File: config.mk
export PLATFORM = sky130hd
export DESIGN_NAME = imm_packer
export DESIGN_NICKNAME = d
export VERILOG_FILES = /design/src/rtl/imm_pkg.sv /design/src/rtl/imm_fit.sv /design/src/rtl/imm_packer.sv
export SDC_FILE = /design/constraint.sdc
export NUM_CORES = 1
export LEC_CHECK = 0
export CAP_MARGIN = 20
export CORE_MARGIN = 2
export CORE_UTILIZATION = 45
export DETAILED_ROUTE_END_ITERATION = 8
export HOLD_SLACK_MARGIN = 0.1
export PLACE_DENSITY = 0.73
export SYNTH_ARGS = -nofsm -noshare
export SYNTH_HDL_FRONTEND = slang
export SYNTH_SLANG_ARGS = --single-unit
export TNS_END_PERCENT = 30
File: constraint.sdc
create_clock -name clk -period 2 [get_ports clk]
set_input_delay 0.4 -clock clk [delete_from_list [all_inputs] [get_ports clk]]
set_output_delay 0.4 -clock clk [all_outputs]
set_load 0.005 [all_outputs]
File: src/rtl/imm_pkg.sv
`default_nettype none
// ============================================================
// imm_pkg : shared extender opcodes and constant-encoder states
// Rev 1.0
// ============================================================
package imm_pkg;

   localparam logic [1:0] EOP_SIGN  = 2'b00;
   localparam logic [1:0] EOP_ZERO  = 2'b01;
   localparam logic [1:0] EOP_UPPER = 2'b10;
   localparam logic [1:0] EOP_SHIFT = 2'b11;

   typedef enum logic [2:0] {
      ST_IDLE   = 3'd0,
      ST_SCAN   = 3'd1,
      ST_OUT1   = 3'd2,
      ST_OUT_HI = 3'd3,
      ST_OUT_LO = 3'd4
   } state_e;

endpackage
`default_nettype wire

File: src/rtl/imm_fit.sv
`default_nettype none
// ============================================================
// imm_fit : does extender mode `mode` reproduce `v`, and with which imm
// Rev 1.0
// ============================================================
module imm_fit
   import imm_pkg::*;
(
   input  logic [31:0] v,
   input  logic [1:0]  mode,
   output logic        fit,
   output logic [15:0] imm
);

   always_comb begin
      fit = 1'b0;
      imm = v[15:0];
      case (mode)
         EOP_SIGN:  fit = (v[31:15] == {17{v[15]}});
         EOP_ZERO:  fit = (v[31:16] == 16'h0000);
         EOP_UPPER: begin
            fit = (v[15:0] == 16'h0000);
            imm = v[31:16];
         end
         EOP_SHIFT: begin
            fit = (v[31:17] == {15{v[17]}}) && (v[1:0] == 2'b00);
            imm = v[17:2];
         end
         default: fit = 1'b0;
      endcase
   end

endmodule
`default_nettype wire

File: src/rtl/imm_packer.sv
`default_nettype none
// ============================================================
// imm_packer : 32-bit constant -> imm16 + EOp, or lui/ori-style pair
// Rev 1.0
// ============================================================
module imm_packer
   import imm_pkg::*;
#(
   parameter int unsigned ENABLE_SHIFT = 1
) (
   input  logic        clk,
   input  logic        rst_n,
   input  logic        in_valid,
   output logic        in_ready,
   input  logic [31:0] value,
   output logic        out_valid,
   input  logic        out_ready,
   output logic [15:0] imm,
   output logic [1:0]  EOp,
   output logic        last,
   output logic [15:0] pair_cnt
);

   localparam logic [1:0] LAST_MODE = (ENABLE_SHIFT != 0) ? EOP_SHIFT : EOP_UPPER;

   state_e      state_q, state_d;
   logic [31:0] v_q, v_d;
   logic [1:0]  mode_q, mode_d;
   logic [15:0] imm_q, imm_d;
   logic [1:0]  eop_q, eop_d;
   logic        last_q, last_d;
   logic [15:0] pair_cnt_q, pair_cnt_d;

   logic        fit;
   logic [15:0] fit_imm;

   imm_fit u_fit (
      .v    (v_q),
      .mode (mode_q),
      .fit  (fit),
      .imm  (fit_imm)
   );

   always_comb begin
      state_d    = state_q;
      v_d        = v_q;
      mode_d     = mode_q;
      imm_d      = imm_q;
      eop_d      = eop_q;
      last_d     = last_q;
      pair_cnt_d = pair_cnt_q;
      case (state_q)
         ST_IDLE: begin
            if (in_valid) begin
               v_d     = value;
               mode_d  = EOP_SIGN;
               state_d = ST_SCAN;
            end
         end
         ST_SCAN: begin
            if (fit) begin
               imm_d   = fit_imm;
               eop_d   = mode_q;
               last_d  = 1'b1;
               state_d = ST_OUT1;
            end else if (mode_q == LAST_MODE) begin
               // nothing fits: emit upper half first, lower half follows
               imm_d   = v_q[31:16];
               eop_d   = EOP_UPPER;
               last_d  = 1'b0;
               state_d = ST_OUT_HI;
            end else begin
               mode_d = mode_q + 2'd1;
            end
         end
         ST_OUT1: begin
            if (out_ready) state_d = ST_IDLE;
         end
         ST_OUT_HI: begin
            if (out_ready) begin
               imm_d   = v_q[15:0];
               eop_d   = EOP_ZERO;
               last_d  = 1'b1;
               state_d = ST_OUT_LO;
               if (pair_cnt_q != 16'hFFFF) pair_cnt_d = pair_cnt_q + 16'd1;
            end
         end
         ST_OUT_LO: begin
            if (out_ready) state_d = ST_IDLE;
         end
         default: state_d = ST_IDLE;
      endcase
   end

   always_ff @(posedge clk or negedge rst_n) begin
      if (!rst_n) begin
         state_q    <= ST_IDLE;
         v_q        <= 32'h0;
         mode_q     <= 2'b00;
         imm_q      <= 16'h0;
         eop_q      <= 2'b00;
         last_q     <= 1'b0;
         pair_cnt_q <= 16'h0;
      end else begin
         state_q    <= state_d;
         v_q        <= v_d;
         mode_q     <= mode_d;
         imm_q      <= imm_d;
         eop_q      <= eop_d;
         last_q     <= last_d;
         pair_cnt_q <= pair_cnt_d;
      end
   end

   assign in_ready  = (state_q == ST_IDLE);
   assign out_valid = (state_q == ST_OUT1) || (state_q == ST_OUT_HI) || (state_q == ST_OUT_LO);
   assign imm       = imm_q;
   assign EOp       = eop_q;
   assign last      = last_q;
   assign pair_cnt  = pair_cnt_q;

endmodule
`default_nettype wire

## Word level (Yosys, flattened, before mapping)

Index checks and enable logic that the tools add are counted.
Widths: inputs -> output; s select.

| cells by class | value |
|---|---|
| add/sub/neg operators | 2 |
| reductions and logical operators | 16 |
| equal/unequal tests | 16 |
| multiplexer cells | 24 |

Operator list:

| operator | number |
|---|---|
| $pmux 16 s2 | 2 |
| $mux 16 | 3 |
| $logic_not 16->1 | 2 |
| $add 16x1->16 const B | 1 |
| $eq 16x16->1 | 1 |
| $ne 16x16->1 const B | 1 |
| $mux 3 | 5 |
| $eq 14x14->1 | 1 |
| $mux 2 | 6 |
| $pmux 3 s4 | 1 |
| $ne 2x2->1 const B | 4 |
| $pmux 2 s2 | 2 |
| $reduce_and 4->1 | 2 |
| $eq 3x2->1 const B | 2 |
| $reduce_and 3->1 | 2 |
| $eq 2x2->1 const B | 2 |
| $logic_not 2->1 | 2 |
| $pmux 1 s4 | 1 |
| $reduce_bool 2->1 | 2 |
| $eq 3x1->1 const B | 1 |
| $eq 3x3->1 const B | 1 |
| $logic_not 3->1 | 1 |
| $mux 1 | 3 |
| $ne 3x3->1 const B | 1 |
| 8 further kinds | 9 |

| word-level totals | value |
|---|---|
| word-level logic and storage cells | 65 |
| output and inout bits | 37 |
| input bits | 36 |
| register bits | 72 |

## Logic depth before layout (Yosys ltp)

Gate-level depths: netlist of run 1.

| depth | value |
|---|---|
| word-level depth | 5 |
| mapped depth | 10 |
| mapped depth without buffers | 7 |

## By module

A second synthesis of run 1 with hierarchy kept.

| second synthesis, totals | value |
|---|---|
| cell total of the unflattened synthesis | 376 |
| area total of the unflattened synthesis | 3821.2 um^2 |

By module, submodules not included:

| module | instances | sequential area each (um^2) | cells an instance | area each (um^2) |
|---|---|---|---|---|
| imm_packer | 1 | 1801.7 | 296 | 3319.4 |
| imm_fit | 1 | 0.0 | 80 | 501.7 |

## Worst setup path before layout of run 1

No wires, ideal clock.

| path | value |
|---|---|
| path kind | reg2reg |
| from | register mode_q[0] |
| to | register imm_q[11], in the netlist imm[11] |
| setup slack | -0.075 ns |
| required time | 1.868 ns |
| clock period less this slack | 2.075 ns |
| buffers on the path | 3 |
| stages on the path, launching flop included | 11 |
| setup time | 0.132 ns |
| data arrival time | 1.943 ns |
| path through | dfrtp_1 -> inv_1 -> ha_1 -> clkbuf_1 -> and3_1 -> nand2_1 -> o22a_2 -> buf_6 -> buf_8 -> a32oi_1 -> a32oi_1 |

| on the way | value |
|---|---|
| word-level cells in the longest chain between the ends | 4 |
| elaborated cells between the ends (all ways) | 10 |
| those cells by class | eq/ne: 4; mux: 4; reduce/logical: 2 |

Ends and longest elaborated chain:

| what | line | source |
|---|---|---|
| start: declaration | imm_packer.sv:28 | `logic [1:0] mode_q, mode_d;` |
| start signal: assignment | imm_packer.sv:107 | `mode_q <= mode_d;` |
| $eq 2x2->1, or another cell as far along | imm_fit.sv:18, imm_packer.sv:66 |  |
| $pmux 1 s4 / $pmux 16 s2 (equally long branches) | imm_fit.sv:18 | `case (mode)` |
| $ne 3x3->1 (no line) / $mux 16 (equally long branches) | n/a |  |
| $reduce_and 3->1 (no line) / $pmux 16 s2 (equally long branches) | n/a |  |
| end signal: assignment | imm_packer.sv:108 | `imm_q <= imm_d;` |
| end: declaration | imm_packer.sv:29 | `logic [15:0] imm_q, imm_d;` |

Several ways; a longest one is shown, not always the timed one.
A chain may end at the register's enable or synchronous reset.

## Worst setup path after layout of run 1

| path | value |
|---|---|
| from | register mode_q[1] |
| to | register mode_q[0] |

| on the way | value |
|---|---|
| word-level cells in the longest chain between the ends | 4 |
| elaborated cells between the ends (all ways) | 8 |
| those cells by class | eq/ne: 5; mux: 1; reduce/logical: 2 |

Ends and longest elaborated chain:

| what | line |
|---|---|
| $eq 2x2->1, or another cell as far along | imm_fit.sv:18, imm_packer.sv:66 |
| $pmux 1 s4 | imm_fit.sv:18 |
| $ne 2x2->1 (no line) | n/a |
| $reduce_and 4->1 (no line) * | n/a |

Every way passes the cells marked *; elsewhere a longest branch is shown, timed or not.

==> flow_metrics.tcl, run 1 <==
set metrics [dict create \
    gp_congestion 0.8554 \
    post-route-period-util_pct 105.3 \
    vias_per_cell 5.886 \
    synth_area_sq_mm 0.003837 \
    slew_violations 0 \
    ys_ff_latch 72 \
    setup_viol 21 \
    layout.cells.non_filler 594 \
    synth_ff_type "dfrtp_1" \
    final_cell_mix "70 x clkdlybuf4s50_1, 69 x dfrtp_1, 49 x buf_4" \
    num_rows 33 \
    cts.path.max_buffers 2 \
    crit_family "compound AO/OA/AOI/OAI gates" \
    final_common_cell "clkdlybuf4s50_1" \
    yosysSeqAreaShare_pct 46.95 \
    cp-start-kind "flip-flop" \
    overflow 0 \
    port_buffers 72 \
    cts_buffers 9 \
    die-area_sq_mm 0.009282 \
    fin_util_pct 64.76 \
    cp.required_ps 2240 \
    power.density_mw_per_mm2 1526 \
    core_area_sq_mm 0.008258 \
    final_cell_area_sq_mm 0.005348 \
    min_period_ps 2106 \
    synthAdderAreaFrac_pct 1.630 \
    synth.distinct_cells 38 \
    syn_avg_cell_area_sq_um 10.51 \
    grt_pass1_vias 3501 \
    hold_viol 0 \
    cp-end-kind "flip-flop" \
    hold_slack_ps 504.2 \
    ios 73 \
    wl_microns 10910 \
    worst_slew_margin_rel_pct 73.16 \
    synthArstFlopShare_pct 100.0 \
    wl_per_cell_microns 18.36 \
    muxShareOfSynthArea_pct 10.82 \
    synth-edff-count 0 \
    violations "setup timing" \
    yosysWarnings 0 \
    drt_iter0_markers 238 \
    clkTransAtPathRegs_ps 80 \
    final.setup.worst_slack_ps -105.7 \
    cts_tree "built" \
    dp.cells 575 \
    synth_top_family_by_area "simple AND/OR/NAND/NOR gates" \
    ir_drop_mv 0.8695 \
    min_path_type "flip-flop to flip-flop" \
    p_leak_nw 2.290 \
    p_total_mw 8.158 \
    pre_cts_slack_ps -182.2 \
    place_area_sq_mm 0.004987 \
    cp_slowest_stage_delay_ps 390 \
    cp.arrival_ps 2340 \
    start_util_pct 46.47 \
    synth-xor-area-share_pct 3.424 \
    clock_latency_ps 350 \
    crit_type "flip-flop to flip-flop" \
    final_layout_size_suffix_gt1_share_pct 28.43 \
    cp_max_fo 5 \
    grt_max_degree 73 \
    grt_pass1_wl_microns 17380 \
    drt_first_pass_iters 5 \
    fin_tns_setup_ps -1095 \
    root_buffer "clkbuf_8" \
    synthCells 365 \
    rsz0062_at_grt "true" \
    worst_pin_slew_ps 402.6 \
    fp.dieH_microns 96.35 \
    status "finished, violations left" \
    synth_fp_nets 406 \
    r2r-start "mode_q[1]" \
    path_cells "inv_2, ha_1, a221o_1, a21oi_2, o22a_2, and3_4, mux2_4" \
    clock_sinks 72 \
    synth-compound-area-share_pct 15.10 \
    vias 3496 \
    ant_nets 0 \
    cp_num_buf_inv 1 \
    hold_start "pair_cnt[15]" \
    die_w_microns 96.35 \
    drv_cap 0 \
    startpoint "mode_q[1]" \
    drc_errors 0 \
    antenna_found_initial 0 \
    synthSimpleGateAreaFrac_pct 16.50 \
    skew_ps 9.771 \
    timing.fmax_mhz 474.9 \
    slowest_stage "dfrtp_1" \
    htree_num_levels 3 \
    diodes 0 \
    dpl.hpwl_microns 7380 \
    syn2layout_area_growth_pct 39.35 \
    nNetsFinal 525 \
    grt_use_total_pct 24.85 \
]
## area by class of cell
type,instances,area (sq um)
clock buffers,11,141.4
clock inverters,5,32.53
fillers,689,2910
inverters,21,78.83
multi-input cells,250,1958
flip-flops and latches,72,1805
well taps,105,131.4
repair buffers,130,1200
## cell families after synthesis
kind of cell	Yosys count
buffers and inverters	43
muxes	37
DFF	72
xor gates and xnor gates	15
AOI/OAI and AO/OA	69
and+or+nand+nor	124
adders and majority gates	5
## synth_stat cells (all sizes together) (7+ instances only)
master  number  share of area [%]
inv         21                2.1
nand2b      18                2.9
a21oi        9                1.4
nor4         7                1.3
mux2        36                 11
a22oi       18                3.5
xnor2       12                2.7
nor2         8               0.78
and3         8                1.3
nand3       23                3.0
dfrtp       72                 47
buf          9                2.2
a32oi       32                7.3
nand2       44                4.3
clkbuf      13                1.3
## sequential cells by signal, summed over array words and instances, names as in the netlist
| register | flops |
|---|---|
| EOp | 2 |
| imm | 16 |
| last | 1 |
| mode_q | 2 |
| pair_cnt | 16 |
| state_q | 3 |
| v_q | 32 |
## where the power goes
group          internal (mW)  total [mW]  switching [mW]  leakage [nW]
Clock                  0.479        1.04           0.561        0.0813
Sequential              2.09        2.67           0.585         0.869
Combinational           2.38        4.45            2.07          1.34
## what timing repair did
item                       4_1_cts  5_1_grt
hold buffers                     1        0
gates resized for setup         21       16
setup buffers                    1        1
setup endpoints to repair       24       25
hold endpoints to repair        72        0
pin swaps                        9        9
## routing by layer
| metal | vias to the layer above | share of wire [%] | track usage (%) |
|---|---|---|---|
| met5 | - | 0 | 0 |
| met4 | 0 | 2.0 | 10.33 |
| met3 | 21 | 8.3 | 6.891 |
| met2 | 171 | 49 | 39.53 |
| met1 | 1725 | 40 | 31.96 |
| li1 | 1579 | - | - |
## path summary, 6_finish.rpt
path                                end  slack (ps)  depth (start not counted)
max reg2reg                   mode_q[0]        -110                          7
max in group asynchronous    state_q[2]        1050                          3
max                           mode_q[0]        -110                          7
min in group asynchronous       imm[10]         580                          3
min                        pair_cnt[15]         500                          1
min reg2reg                pair_cnt[15]         500                          1
## worst register-to-register path: stages (launching register included)
cell     delay, ps
dfrtp_1        390
inv_2           80
ha_1           180
a221o_1        360
a21oi_2        200
o22a_2         250
and3_4         220
mux2_4         300
Note: power is estimated with default switching activity, not from simulation.
==> run 2: changes to the inputs <==
--- a/config.mk
+++ b/config.mk
@@ -9,7 +9,9 @@
 export CORE_MARGIN = 2
 export CORE_UTILIZATION = 45
 export DETAILED_ROUTE_END_ITERATION = 8
+export GPL_ROUTABILITY_DRIVEN = 1
 export HOLD_SLACK_MARGIN = 0.1
+export MAX_ROUTING_LAYER = met4
 export PLACE_DENSITY = 0.73
 export SYNTH_ARGS = -nofsm -noshare
 export SYNTH_HDL_FRONTEND = slang
==> flow_metrics.tcl, run 2 (synthesis results as in run 1) <==
set metrics [dict create \
    slew_violations 0 \
    status "finished, violations left" \
    grt_pass1_wl_microns 17390 \
    cp-end-kind "flip-flop" \
    die_w_microns 96.35 \
    path_cells "inv_2, ha_1, a221o_1, a21oi_2, o22a_2, and3_4, mux2_4" \
    top_register "v_q" \
    rsz0062_at_grt "true" \
    timing.fmax_mhz 474.0 \
    clock_latency_ps 350 \
    fillers 689 \
    clkTransAtPathRegs_ps 80 \
    vias 3463 \
    violations "setup timing" \
    core_area_sq_mm 0.008258 \
    ant_nets 0 \
    ios 73 \
    worst_slew_margin_rel_pct 73.29 \
    cp.required_ps 2240 \
    grt_max_degree 73 \
    dpl.hpwl_microns 7380 \
    vias_per_cell 5.830 \
    overflow 0 \
    antenna_found_initial 0 \
    num_rows 33 \
    final.setup.worst_slack_ps -109.8 \
    post-route-period-util_pct 105.5 \
    place_area_sq_mm 0.004987 \
    drc_errors 0 \
    port_buffers 72 \
    seqCellArea_sq_mm 0.001805 \
    largest_reg_flops 32 \
    wl_microns 10920 \
    cp_num_buf_inv 1 \
    cts.path.max_buffers 2 \
    crit_family "compound AO/OA/AOI/OAI gates" \
    min_period_ps 2110 \
    hold_viol 0 \
    drt_iter0_markers 234 \
    p_leak_nw 2.290 \
    cp.arrival_ps 2350 \
    cp_slowest_stage_delay_ps 390 \
    slowest_stage "dfrtp_1" \
    wl_per_cell_microns 18.38 \
    pre_cts_slack_ps -182.2 \
    grt_pass1_vias 3498 \
    multi_input_area_sq_mm 0.001958 \
    final_common_cell "clkdlybuf4s50_1" \
    gp_congestion 0.8691 \
    start_util_pct 46.47 \
    power.density_mw_per_mm2 1523 \
    final_cell_area_sq_mm 0.005348 \
    die-area_sq_mm 0.009282 \
    skew_ps 10.73 \
    fp.dieH_microns 96.35 \
    crit_type "flip-flop to flip-flop" \
    syn2layout_area_growth_pct 39.35 \
    cp-start-kind "flip-flop" \
    root_buffer "clkbuf_8" \
    htree_num_levels 3 \
    cp_max_fo 5 \
    worst_pin_slew_ps 400.6 \
    grt_use_total_pct 25.58 \
    ir_drop_mv 0.8673 \
    drt_first_pass_iters 5 \
    drv_cap 0 \
    cts_tree "built" \
    nNetsFinal 525 \
    final_layout_size_suffix_gt1_share_pct 28.43 \
    cts_buffers 9 \
    final_cell_mix "70 x clkdlybuf4s50_1, 69 x dfrtp_1, 49 x buf_4" \
    min_path_type "flip-flop to flip-flop" \
    setup_viol 20 \
    diodes 0 \
    clock_sinks 72 \
]
==> run 2: timing repair <==
item	in CTS	in global routing
hold buffers	1	0
pin swaps	9	9
resized for setup	21	16
hold endpoints to repair	72	0
endpoints found under the setup margin	24	25
setup buffers	1	1
==> run 2: per-stage QoR <==
step	instances	hold slack (ps)	setup TNS (ps)	total power, mW	utilization [%]
4_1_cts	593	512.8	-1452	7.962	63.74
3_5_place_dp	575	461.9	-3054	6.698	60.39
2_1_floorplan	365	104.4	0	4.804	-
3_3_place_gp	575	460.8	-863.6	6.540	60.39
5_1_grt	594	529.2	-2754	8.659	64.76
6_report	594	504.3	-1237	8.145	64.76
==> run 2: final timing paths <==
check | slack, ps | endpoint | cells after the start | from
worst min-delay path | 500 | pair_cnt[15] | 1 | pair_cnt[15]
min in group asynchronous | 590 | imm[10] | 3 | rst_n
max in group asynchronous | 1050 | state_q[2] | 3 | rst_n
worst min register to register | 500 | pair_cnt[15] | 1 | pair_cnt[15]
worst max-delay path | -110 | mode_q[0] | 7 | mode_q[1]
worst max register to register | -110 | mode_q[0] | 7 | mode_q[1]
==> run 2: area by class of cell <==
cell class	instances	share of cell area, %
multi-input cells	250	36.62
flip-flops and latches	72	33.76
repair buffers	130	22.44
clock buffers	11	2.644
well taps	105	2.457
inverters	21	1.474
clock inverters	5	0.6083
==> run 2: power by group <==
part	switching [mW]	internal, mW
clock network	0.555	0.480
logic	2.06	2.38
registers	0.584	2.09
total	3.20	4.94
==> run 2: layer usage <==
layer  GRT usage [%]  vias to the layer above  wire length, microns
met1           32.16                     1718                  4540
met5               -                        -                     0
li1                -                     1580                     -
met3           6.578                       18                   761
met2           39.58                      147                  5436
met4           10.33                        0                   182
